**src/rtl/frame_pkg.sv**
```systemverilog
// -----------------------------------------------------------------------------
// frame_pkg
// Shared constants and types for the 320x240 banked frame memory and the
// blocks that write and read it (upstream writer, memory, raster reader).
//   IMG_W / IMG_H : frame geometry (pixels per line / lines per frame)
//   PIX_W         : pixel width
//   COL_W / ROW_W : address widths derived from the geometry
//   state_t       : raster reader FSM states
//   tagged_pix_t  : pixel word with its stream markers, as held in the
//                   reader's output buffer
// -----------------------------------------------------------------------------
package frame_pkg;

  localparam int IMG_W = 320;
  localparam int IMG_H = 240;
  localparam int PIX_W = 32;
  localparam int COL_W = $clog2(IMG_W);
  localparam int ROW_W = $clog2(IMG_H);

  typedef enum logic [1:0] {
    IDLE  = 2'd0,
    SCAN  = 2'd1,
    DRAIN = 2'd2
  } state_t;

  typedef struct packed {
    logic             eof;
    logic             eol;
    logic             sof;
    logic [PIX_W-1:0] data;
  } tagged_pix_t;

endpackage

```
**src/rtl/pix_skid_fifo.sv**
```systemverilog
// -----------------------------------------------------------------------------
// pix_skid_fifo
// Two-entry synchronous FIFO used as the output skid buffer of the raster
// reader. A push into a full FIFO is accepted only together with a pop.
// Storage is not reset; only pointers and occupancy are.
// Ports:
//   clk, rst_n  : clock, asynchronous active-low reset
//   push, din   : write request and data
//   pop, dout   : read request and head-of-queue data
//   full, empty : occupancy flags
//   level       : occupancy (0..2), feeds the reader's credit rule
// -----------------------------------------------------------------------------
module pix_skid_fifo #(
  parameter int WIDTH = 35
) (
  input  logic             clk,
  input  logic             rst_n,
  input  logic             push,
  input  logic [WIDTH-1:0] din,
  input  logic             pop,
  output logic [WIDTH-1:0] dout,
  output logic             full,
  output logic             empty,
  output logic [1:0]       level
);

  logic [WIDTH-1:0] mem [2];
  logic             wr_ptr;
  logic             rd_ptr;
  logic [1:0]       count;
  logic             do_push;
  logic             do_pop;

  assign do_pop  = pop && (count != 2'd0);
  assign do_push = push && ((count != 2'd2) || do_pop);

  always_ff @(posedge clk) begin
    if (do_push) begin
      mem[wr_ptr] <= din;
    end
  end

  always_ff @(posedge clk or negedge rst_n) begin
    if (!rst_n) begin
      wr_ptr <= 1'b0;
      rd_ptr <= 1'b0;
      count  <= 2'd0;
    end else begin
      if (do_push) wr_ptr <= ~wr_ptr;
      if (do_pop)  rd_ptr <= ~rd_ptr;
      case ({do_push, do_pop})
        2'b10:   count <= count + 2'd1;
        2'b01:   count <= count - 2'd1;
        default: count <= count;
      endcase
    end
  end

  assign dout  = mem[rd_ptr];
  assign full  = (count == 2'd2);
  assign empty = (count == 2'd0);
  assign level = count;

endmodule

```
**src/rtl/frame_raster_reader.sv**
```systemverilog
// -----------------------------------------------------------------------------
// frame_raster_reader
// Walks the frame memory in raster order after a start pulse and turns the
// 1-cycle-latency read data into a valid/ready pixel stream with SOF/EOL/EOF
// markers. Sustains 1 pixel/cycle and never drops data under backpressure.
// Ports:
//   clk, rst_n          : clock, asynchronous active-low reset
//   start               : 1-cycle frame start pulse (ignored while busy)
//   busy                : frame in progress
//   rd_en, rd_col/row   : read strobe and address to the frame memory
//   rd_data             : memory data, valid 1 cycle after rd_en
//   pix_data/valid/ready: output pixel stream
//   pix_sof/eol/eof     : stream markers qualifying pix_data
//   frame_done          : 1-cycle pulse once the EOF pixel has left
// -----------------------------------------------------------------------------
module frame_raster_reader #(
  parameter int IMG_W = frame_pkg::IMG_W,
  parameter int IMG_H = frame_pkg::IMG_H,
  parameter int PIX_W = frame_pkg::PIX_W,
  parameter int COL_W = $clog2(IMG_W),
  parameter int ROW_W = $clog2(IMG_H)
) (
  input  logic             clk,
  input  logic             rst_n,
  input  logic             start,
  output logic             busy,
  output logic             rd_en,
  output logic [COL_W-1:0] rd_col,
  output logic [ROW_W-1:0] rd_row,
  input  logic [PIX_W-1:0] rd_data,
  output logic [PIX_W-1:0] pix_data,
  output logic             pix_valid,
  input  logic             pix_ready,
  output logic             pix_sof,
  output logic             pix_eol,
  output logic             pix_eof,
  output logic             frame_done
);

  import frame_pkg::*;

  localparam int               TW       = PIX_W + 3;
  localparam logic [COL_W-1:0] COL_LAST = COL_W'(IMG_W - 1);
  localparam logic [ROW_W-1:0] ROW_LAST = ROW_W'(IMG_H - 1);

  state_t           state_q;
  state_t           state_d;
  logic [COL_W-1:0] col_q;
  logic [ROW_W-1:0] row_q;
  logic             inflight_p1;
  logic             sof_p1;
  logic             eol_p1;
  logic             eof_p1;

  logic             fifo_push;
  logic             fifo_pop;
  logic             fifo_full;
  logic             fifo_empty;
  logic [1:0]       fifo_level;
  logic [TW-1:0]    fifo_din;
  logic [TW-1:0]    fifo_dout;
  logic [TW-1:0]    head;

  logic             col_last;
  logic             row_last;
  logic             xfer;
  logic [2:0]       credit_used;
  logic             credit_ok;

  assign col_last = (col_q == COL_LAST);
  assign row_last = (row_q == ROW_LAST);

  // When the buffer is empty the returning read word is presented straight
  // away; it is only parked in the FIFO if the consumer does not take it.
  assign pix_valid = !fifo_empty || inflight_p1;
  assign xfer      = pix_valid && pix_ready;
  assign fifo_pop  = !fifo_empty && pix_ready;
  assign fifo_din  = {eof_p1, eol_p1, sof_p1, rd_data};
  assign fifo_push = inflight_p1 && !(fifo_empty && pix_ready) &&
                     (!fifo_full || fifo_pop);
  assign head      = fifo_empty ? fifo_din : fifo_dout;

  assign {pix_eof, pix_eol, pix_sof, pix_data} = pix_valid ? head : '0;

  // Words held or on their way must leave room for one more after this
  // cycle's transfer; at most two pixels are ever committed.
  assign credit_used = {1'b0, fifo_level} + {2'b00, inflight_p1};
  assign credit_ok   = credit_used < (3'd2 + {2'b00, xfer});

  assign busy   = (state_q != IDLE);
  assign rd_col = col_q;
  assign rd_row = row_q;

  always_comb begin
    state_d    = state_q;
    rd_en      = 1'b0;
    frame_done = 1'b0;
    case (state_q)
      IDLE: begin
        if (start) state_d = SCAN;
      end
      SCAN: begin
        rd_en = credit_ok;
        if (credit_ok && col_last && row_last) state_d = DRAIN;
      end
      DRAIN: begin
        if (fifo_empty && !inflight_p1) begin
          state_d    = IDLE;
          frame_done = 1'b1;
        end
      end
      default: state_d = IDLE;
    endcase
  end

  // ---- stage p0: address issue ----
  always_ff @(posedge clk or negedge rst_n) begin
    if (!rst_n) begin
      state_q <= IDLE;
      col_q   <= '0;
      row_q   <= '0;
    end else begin
      state_q <= state_d;
      if (rd_en) begin
        if (col_last) begin
          col_q <= '0;
          row_q <= row_last ? '0 : row_q + ROW_W'(1);
        end else begin
          col_q <= col_q + COL_W'(1);
        end
      end
    end
  end

  // ---- stage p1: read in flight, tags computed at issue ----
  always_ff @(posedge clk or negedge rst_n) begin
    if (!rst_n) begin
      inflight_p1 <= 1'b0;
      sof_p1      <= 1'b0;
      eol_p1      <= 1'b0;
      eof_p1      <= 1'b0;
    end else begin
      inflight_p1 <= rd_en;
      if (rd_en) begin
        sof_p1 <= (col_q == '0) && (row_q == '0);
        eol_p1 <= col_last;
        eof_p1 <= col_last && row_last;
      end
    end
  end

  // ---- stage p2: output skid buffer ----
  pix_skid_fifo #(
    .WIDTH (TW)
  ) u_fifo (
    .clk   (clk),
    .rst_n (rst_n),
    .push  (fifo_push),
    .din   (fifo_din),
    .pop   (fifo_pop),
    .dout  (fifo_dout),
    .full  (fifo_full),
    .empty (fifo_empty),
    .level (fifo_level)
  );

endmodule

```
**config.mk**
```make
export PLATFORM = sky130hd
export DESIGN_NAME = frame_raster_reader
export DESIGN_NICKNAME = d
export VERILOG_FILES = /design/src/rtl/frame_pkg.sv /design/src/rtl/pix_skid_fifo.sv /design/src/rtl/frame_raster_reader.sv
export SDC_FILE = /design/constraint.sdc
export NUM_CORES = 1
export LEC_CHECK = 0
export CORE_ASPECT_RATIO = 0.6
export CORE_UTILIZATION = 48
export CTS_BUF_LIST = sky130_fd_sc_hd__clkbuf_4
export DETAILED_ROUTE_END_ITERATION = 6
export GPL_TIMING_DRIVEN = 0
export PLACE_DENSITY = 0.79
export SYNTH_ARGS = -nofsm -noshare
export SYNTH_HDL_FRONTEND = slang
export SYNTH_SLANG_ARGS = --single-unit
```
**constraint.sdc**
```tcl
create_clock -name clk -period 2.54 [get_ports clk]
set_input_delay 0.762 -clock clk [delete_from_list [all_inputs] [get_ports clk]]
set_output_delay 0.762 -clock clk [all_outputs]
set_load 0.03 [all_outputs]
```
==> run summary <==
Status = finished with violations
Failing checks = design-rule violations, negative setup slack
Gr usage total = 22.7%
Flop2flop setup slack = 0.06 ns
Power density cells = 1440 nW/um^2
Avg Synthesized Cell Area = 12.8 sq um
Fin crit share = 121%
Slew HR = 58.4%
Syn. warnings = 0
Hold Crit Class = in -> async
Net load switching power = 3.86 mW
Root Driver = clkbuf_4
Sequential-to-total area share from yosys stat = 63.7%
Drt pass-1 iters = 6
Post-Synthesis Cells = 342
Worst flop-to-flop path endpoint = rd_row[1]
Ant. Diodes = 0
Non-Filler Instances = 585
Initial antenna violation count = 0
Internal = 5.05 mW
FF+latch area = 2780 sq um
CTS Sinks = 97
Worst VDD drop = 0.903 mV
Routed len/inst = 19.5 um
Die height = 75.9 um
Final worst path period need = 3.07 ns
CP peak stage delay = 0.46 ns
IO Port Bufs = 91
First-pass GRT wire length = 16300 um
CP Data Required Time = 1.78 ns
Leakage = 2.38 nW
Clock latency on the worst-skew pair = 0.45 ns
HPWL Detailed = 7020 um
Fillers = 578
Area of the multi-input gates = 1640 sq um
Skew final = 0.0170 ns
RSZ-0062 raised after global routing = yes
Max-Cap Viols = 0
Worst-case reg-to-reg path depth = 9
Seq pwr share = 28.0%
Final wirelength = 11400 um
Pre-CTS setup slack = -0.961 ns
I/O pin cnt = 92
Initial drt markers = 253
Total die area = 9490 sq um
Slew Viols, Final = 0
Clk slew on worst S/H paths = 0.15 ns
Hold_ws = 0.306 ns
Final hold vios = 0
CP Cell Sequence = ha_2 -> ha_4 -> or4b_4 -> o211ai_1 -> buf_4 -> inv_8 -> buf_6
Share of synthesized registers carrying an async set or reset = 27.8%
CTS tree = yes
Library cells used by synthesis = 46
Vias = 3358
Switching portion of total power = 43.4%
Most used DFF post-synth = edfxtp_1
CP Class = reg -> out
Setup crit end kind = output port
Syn_nets = 385
Netlist Area Pre-Place = 4360 sq um
Worst-Margin Slew = 0.624 ns
Crit path launch type = flip-flop
Cells after DPL = 547
Comb pwr share = 60.3%
Clock share of power = 11.7%
Fmax = 325 MHz
GR Overflow Total = 0
Worst r2r src = inflight_p1
Most frequent cells in the layout = edfxtp_1 (70), clkdlybuf4s50_1 (50), buf_4 (38)
Core area = 8650 sq um
CP Max Fanout = 2
Cts hold-fix bufs = 0
Commonest non-fill, non-tap cell in the layout = edfxtp_1
DIE WIDTH = 125 um
Antenna-violating nets left = 0
Routed vias/inst = 5.74
Crit path arrival time = 2.31 ns
Final Setup Violations = 38
DRC viols = 10
Largest net degree at the start of global routing = 28
Routability congestion estimate = 0.851
Yosys reg bits = 97
CTS buffer count = 9
Vias in the first global route = 3040
Share of layout cells above drive strength 1 = 30.4%
Setup TNS = -7.09 ns
Post-synth EDFFs = 70
Initial Util = 50.4%
Slowest CP cell = or4b_4
Clock buffer depth = 2
Final worst slack = -0.535 ns
H-tree depth = 3
Final core occ = 71.5%
Cell row count = 26
Synthesis-to-finish area growth = 41.9%
Nets = 511
## per-stage QoR
stage                     total power [mW]  cell area, sq um
after floorplan                       5.12              4370
after global placement                6.60              5420
after detailed placement              6.81              5490
after CTS                             8.17              5830
after global routing                  9.29              6190
final                                 8.91              6190
## synth_stat cells, types with 2 or more instances
cell,n,area share (%)
ha_1,7,2.0
xnor2_1,7,1.4
clkbuf_1,12,1.0
a211oi_1,2,0.34
xor2_1,3,0.60
o41ai_1,2,0.40
edfxtp_1,70,48
buf_2,3,0.34
nor3_1,2,0.23
a21oi_1,3,0.34
mux2_2,3,0.77
mux2i_1,37,8.5
nand2_1,9,0.77
a31oi_1,2,0.29
or4_1,4,0.69
nor2_1,8,0.69
nand3_1,47,5.4
nand2_2,2,0.29
o21ai_0,43,4.9
nor3b_1,2,0.34
nor4_1,6,0.86
buf_4,2,0.34
inv_1,8,0.69
or3_1,2,0.29
dfrtp_1,27,15
nand2b_1,2,0.29
o31ai_1,2,0.34
nor2b_1,5,0.72
buf_1,3,0.26
## critical path, delay by kind of cell, from the launching register on
kind	cells	cell delay [ns]
compound gates	1	0.14
buf+inv	3	0.37
flops	1	0.43
fa+ha+maj	2	0.47
simple gates	1	0.46
## logic make-up after synthesis
logic type      count (synthesis)  share of synthesized area (%)
simple gates                   97                           12.1
flops                          97                           63.7
compound gates                 60                           7.86
mux                            40                           9.26
buf+inv                        31                           3.13
xor+xnor                       10                           2.01
fa+ha+maj                       7                           2.01
## state kept, by name (all words and copies together) (netlist names)
signal         count
u_fifo.level       2
u_fifo.wr_ptr      1
rd_row             8
sof_p1             1
state_q            2
inflight_p1        1
u_fifo.mem        70
eof_p1             1
eol_p1             1
rd_col             9
u_fifo.rd_ptr      1
## area by class of cell
class                      count  area share, %
timing repair buffer         119           20.0
inverter                       9          0.667
sequential                    97           44.9
tap                          112           2.26
clock buffer                  10           1.21
clock inverter                 6           1.86
buffer                        18           2.55
multi-input combinational    214           26.5
## routing by layer
metal	wire (um)	GRT usage [%]
met1	5040	32.7
met2	5540	34.6
met3	644	5.41
met4	176	6.64
met5	0	0
## what timing repair did
| action | CTS | global route |
|---|---|---|
| endpoints found under the setup margin | 39 | 79 |
| setup buffers | 11 | 10 |
| pin swaps | 4 | 2 |
| gates cloned | 2 | 3 |
| gates resized for setup | 276 | 76 |
## worst max path at each step
stage	from	end	slack, ns	cells past startpoint
global placement	pix_ready	u_fifo.mem[1][19]	-1.85	4
detailed placement	pix_ready	rd_en	-0.96	7
floorplan	pix_ready	u_fifo.mem[0][0]	-0.46	3
finish	inflight_p1	rd_en	-0.53	7
CTS	u_fifo.level[0]	rd_en	-0.55	7
global route	u_fifo.level[0]	rd_en	-0.61	7
## power groups by stage
stage | clock network, mW | logic, mW | registers (mW)
after CTS | 1.06 | 4.63 | 2.48
after detailed placement | 0 | 4.30 | 2.51
after global routing | 1.11 | 5.65 | 2.53
after global placement | 0 | 4.09 | 2.51
final | 1.04 | 5.38 | 2.49
after floorplan | 0 | 2.55 | 2.57
(Power assumes the default switching activity.)
==> patch (same flow settings) <==
The package constant `IMG_H` goes from 240 to 480.
--- a/src/rtl/frame_pkg.sv
+++ b/src/rtl/frame_pkg.sv
@@ -12,7 +12,7 @@
 package frame_pkg;
 
   localparam int IMG_W = 320;
-  localparam int IMG_H = 240;
+  localparam int IMG_H = 480;
   localparam int PIX_W = 32;
   localparam int COL_W = $clog2(IMG_W);
   localparam int ROW_W = $clog2(IMG_H);
Interface: changed (resized rd_row); port bits go from 92 to 93. No check against the original RTL was run, so the function may have changed too.
==> patch against the unedited design <==
  * The run ends with setup timing left
  * Sequential cell count up 1
  * Critical path depth down 1
  * Area after synthesis up 2.0%
  * Wire length up 11%
  * Total power up 3.1%
  * Combinational power up 10%
  * Final area up 6.5%
  * Worst setup slack better by 110 ps
  * Critical path type unchanged
  * Critical endpoint unchanged
  * Largest power group unchanged
==> patch: results <==
[drt]
wl_um = 12700
vias_per_cell = 5.95
dr.first_iter.drc_count = 289
dr.pass1.iters = 5

[power]
power_leakage_nw = 2.46
ir_drop_uv = 794

[finish]
max_flop_register = u_fifo.mem
drive_gt1_share_pct = 35.8
nFillCells = 521
diodes = 0
num-nets-final = 524
largest_register_ffs = 70

[grt]
antenna_found_initial = 0
grtUsageTotal_pct = 25.4
grt_max_degree = 29
grt_pass1_vias = 3418
grt_pass1_wl_um = 18600

[clock_network]
clk_latency_ps = 470
clockBufferDepth = 2
cts-root-buf = clkbuf_4
clk_pin_slew_ps = 150
htreeDepth = 3
cts_buffers = 9

[logic_synthesis]
ys_warn_count = 0
seq_area_frac_synth_pct = 63.0
syn_nets = 394
synth_area_leaders = edfxtp_1 (47%), dfrtp_1 (16%), mux2i_1 (7.9%), nand3_1 (4.9%), o21ai_0 (4.9%)
synth_edf_count = 70
async_flop_share_pct = 28.6
synth.top_cells.by_count = edfxtp_1 (70), nand3_1 (44), o21ai_0 (44), mux2i_1 (35), dfrtp_1 (28)
synthDistinctLibCells = 46

[worst_hold_path]
hold_path_class = input port to async pin

[timing]
hold_viol_final = 0
slew_violations = 0
setup_ws_ps = -427
setup_viol = 36
fin_skew_ps = 13.8
worst_slew_pin_slew_ps = 888

[run_status]
violations = setup timing
outcome = finished with violations

[setup_path]
cp_slowest_stage_delay_ps = 490
cpMaxStageDelayCell = or4b_4
crit_family = simple AND/OR/NAND/NOR gates
cp_max_fo = 3
reg2reg_depth = 9

[placed_design]
io_buffers = 92
gp_congestion = 0.820
dp_hpwl_um = 7080
dpl-instance-area_um2 = 5570
[patch: cell types whose count changed in the layout (fill, tap and decap cells not counted), sizes merged, moves of 3 or more]
cell    delta
o31ai      +7
nand2      +5
or4        -4
bufinv     -3
inv        +3
nor4       -3
[patch: layout make-up]
class	count	share of cell area, %
Buffer	17	2.96
Clock buffer	9	1.03
Clock inverter	7	0.797
Inverter	11	0.664
Multi-Input combinational cell	221	30.3
Sequential cell	98	42.6
Tap cell	112	2.13
Timing Repair Buffer	123	19.6
[patch: worst register-to-register path, cell delays in order (launching register included)]
cell      delay [ps]
dfrtp_1          470
ha_4             200
ha_4             260
or4b_4           490
o211ai_4         140
inv_4             60
buf_4            180
buf_6            140
nand3_4          100
mux2_4           310
[patch: power breakdown]
group          internal [W]  switching (W)
clock network      0.000206       0.000551
registers           0.00227       0.000235
logic               0.00251        0.00342
[patch: through the flow]
step           instances  TNS [ps]  util, %  hold slack, ps  setup slack (ps)
6_report             598     -5120     75.3             292              -427
3_3_place_gp         555   -150920     63.0             481             -1880
5_1_grt              598     -8150     75.3             326              -487
3_5_place_dp         557    -37050     63.6             489              -979
2_1_floorplan        351    -32200        -             464              -460
4_1_cts              598     -4010     71.9             523              -409
[patch: path summary, 6_finish.rpt]
check,from,to,slack (ps)
min,rst_n,rd_col[8],290
min in group clk,eol_p1,u_fifo.mem[1][33],530
min reg2reg,eol_p1,u_fifo.mem[1][33],530
max,inflight_p1,rd_en,-430
max in group asynchronous,rst_n,u_fifo.rd_ptr,1800
max reg2reg,inflight_p1,rd_row[0],110
[patch: metal layers]
metal / share of wire, % / vias to the layer above / GRT usage [%] / wire [um]
met5: 0 / - / 0 / 0
met3: 6.1 / 26 / 4.78 / 780
met1: 43 / 1773 / 35.5 / 5480
li1: - / 1588 / - / -
met2: 48 / 169 / 40.1 / 6110
met4: 2.5 / 0 / 8.31 / 321
[patch: cells by family after synthesis]
family                   after synthesis  share of synthesized area [%]
AO/OA/AOI/OAI                         68                           9.19
XOR/XNOR                              10                           1.97
buffers and inverters                 32                           3.26
flip-flops                            98                           63.0
AND/OR/NAND/NOR                       99                           12.3
multiplexers                          37                           8.38
adder cells (fa/ha/maj)                7                           1.97
[patch: timing repair]
item,CTS,global route
gates cloned,4,0
setup endpoints to repair,39,50
setup buffers,23,11
pin swaps,15,10
gates resized for setup,410,80
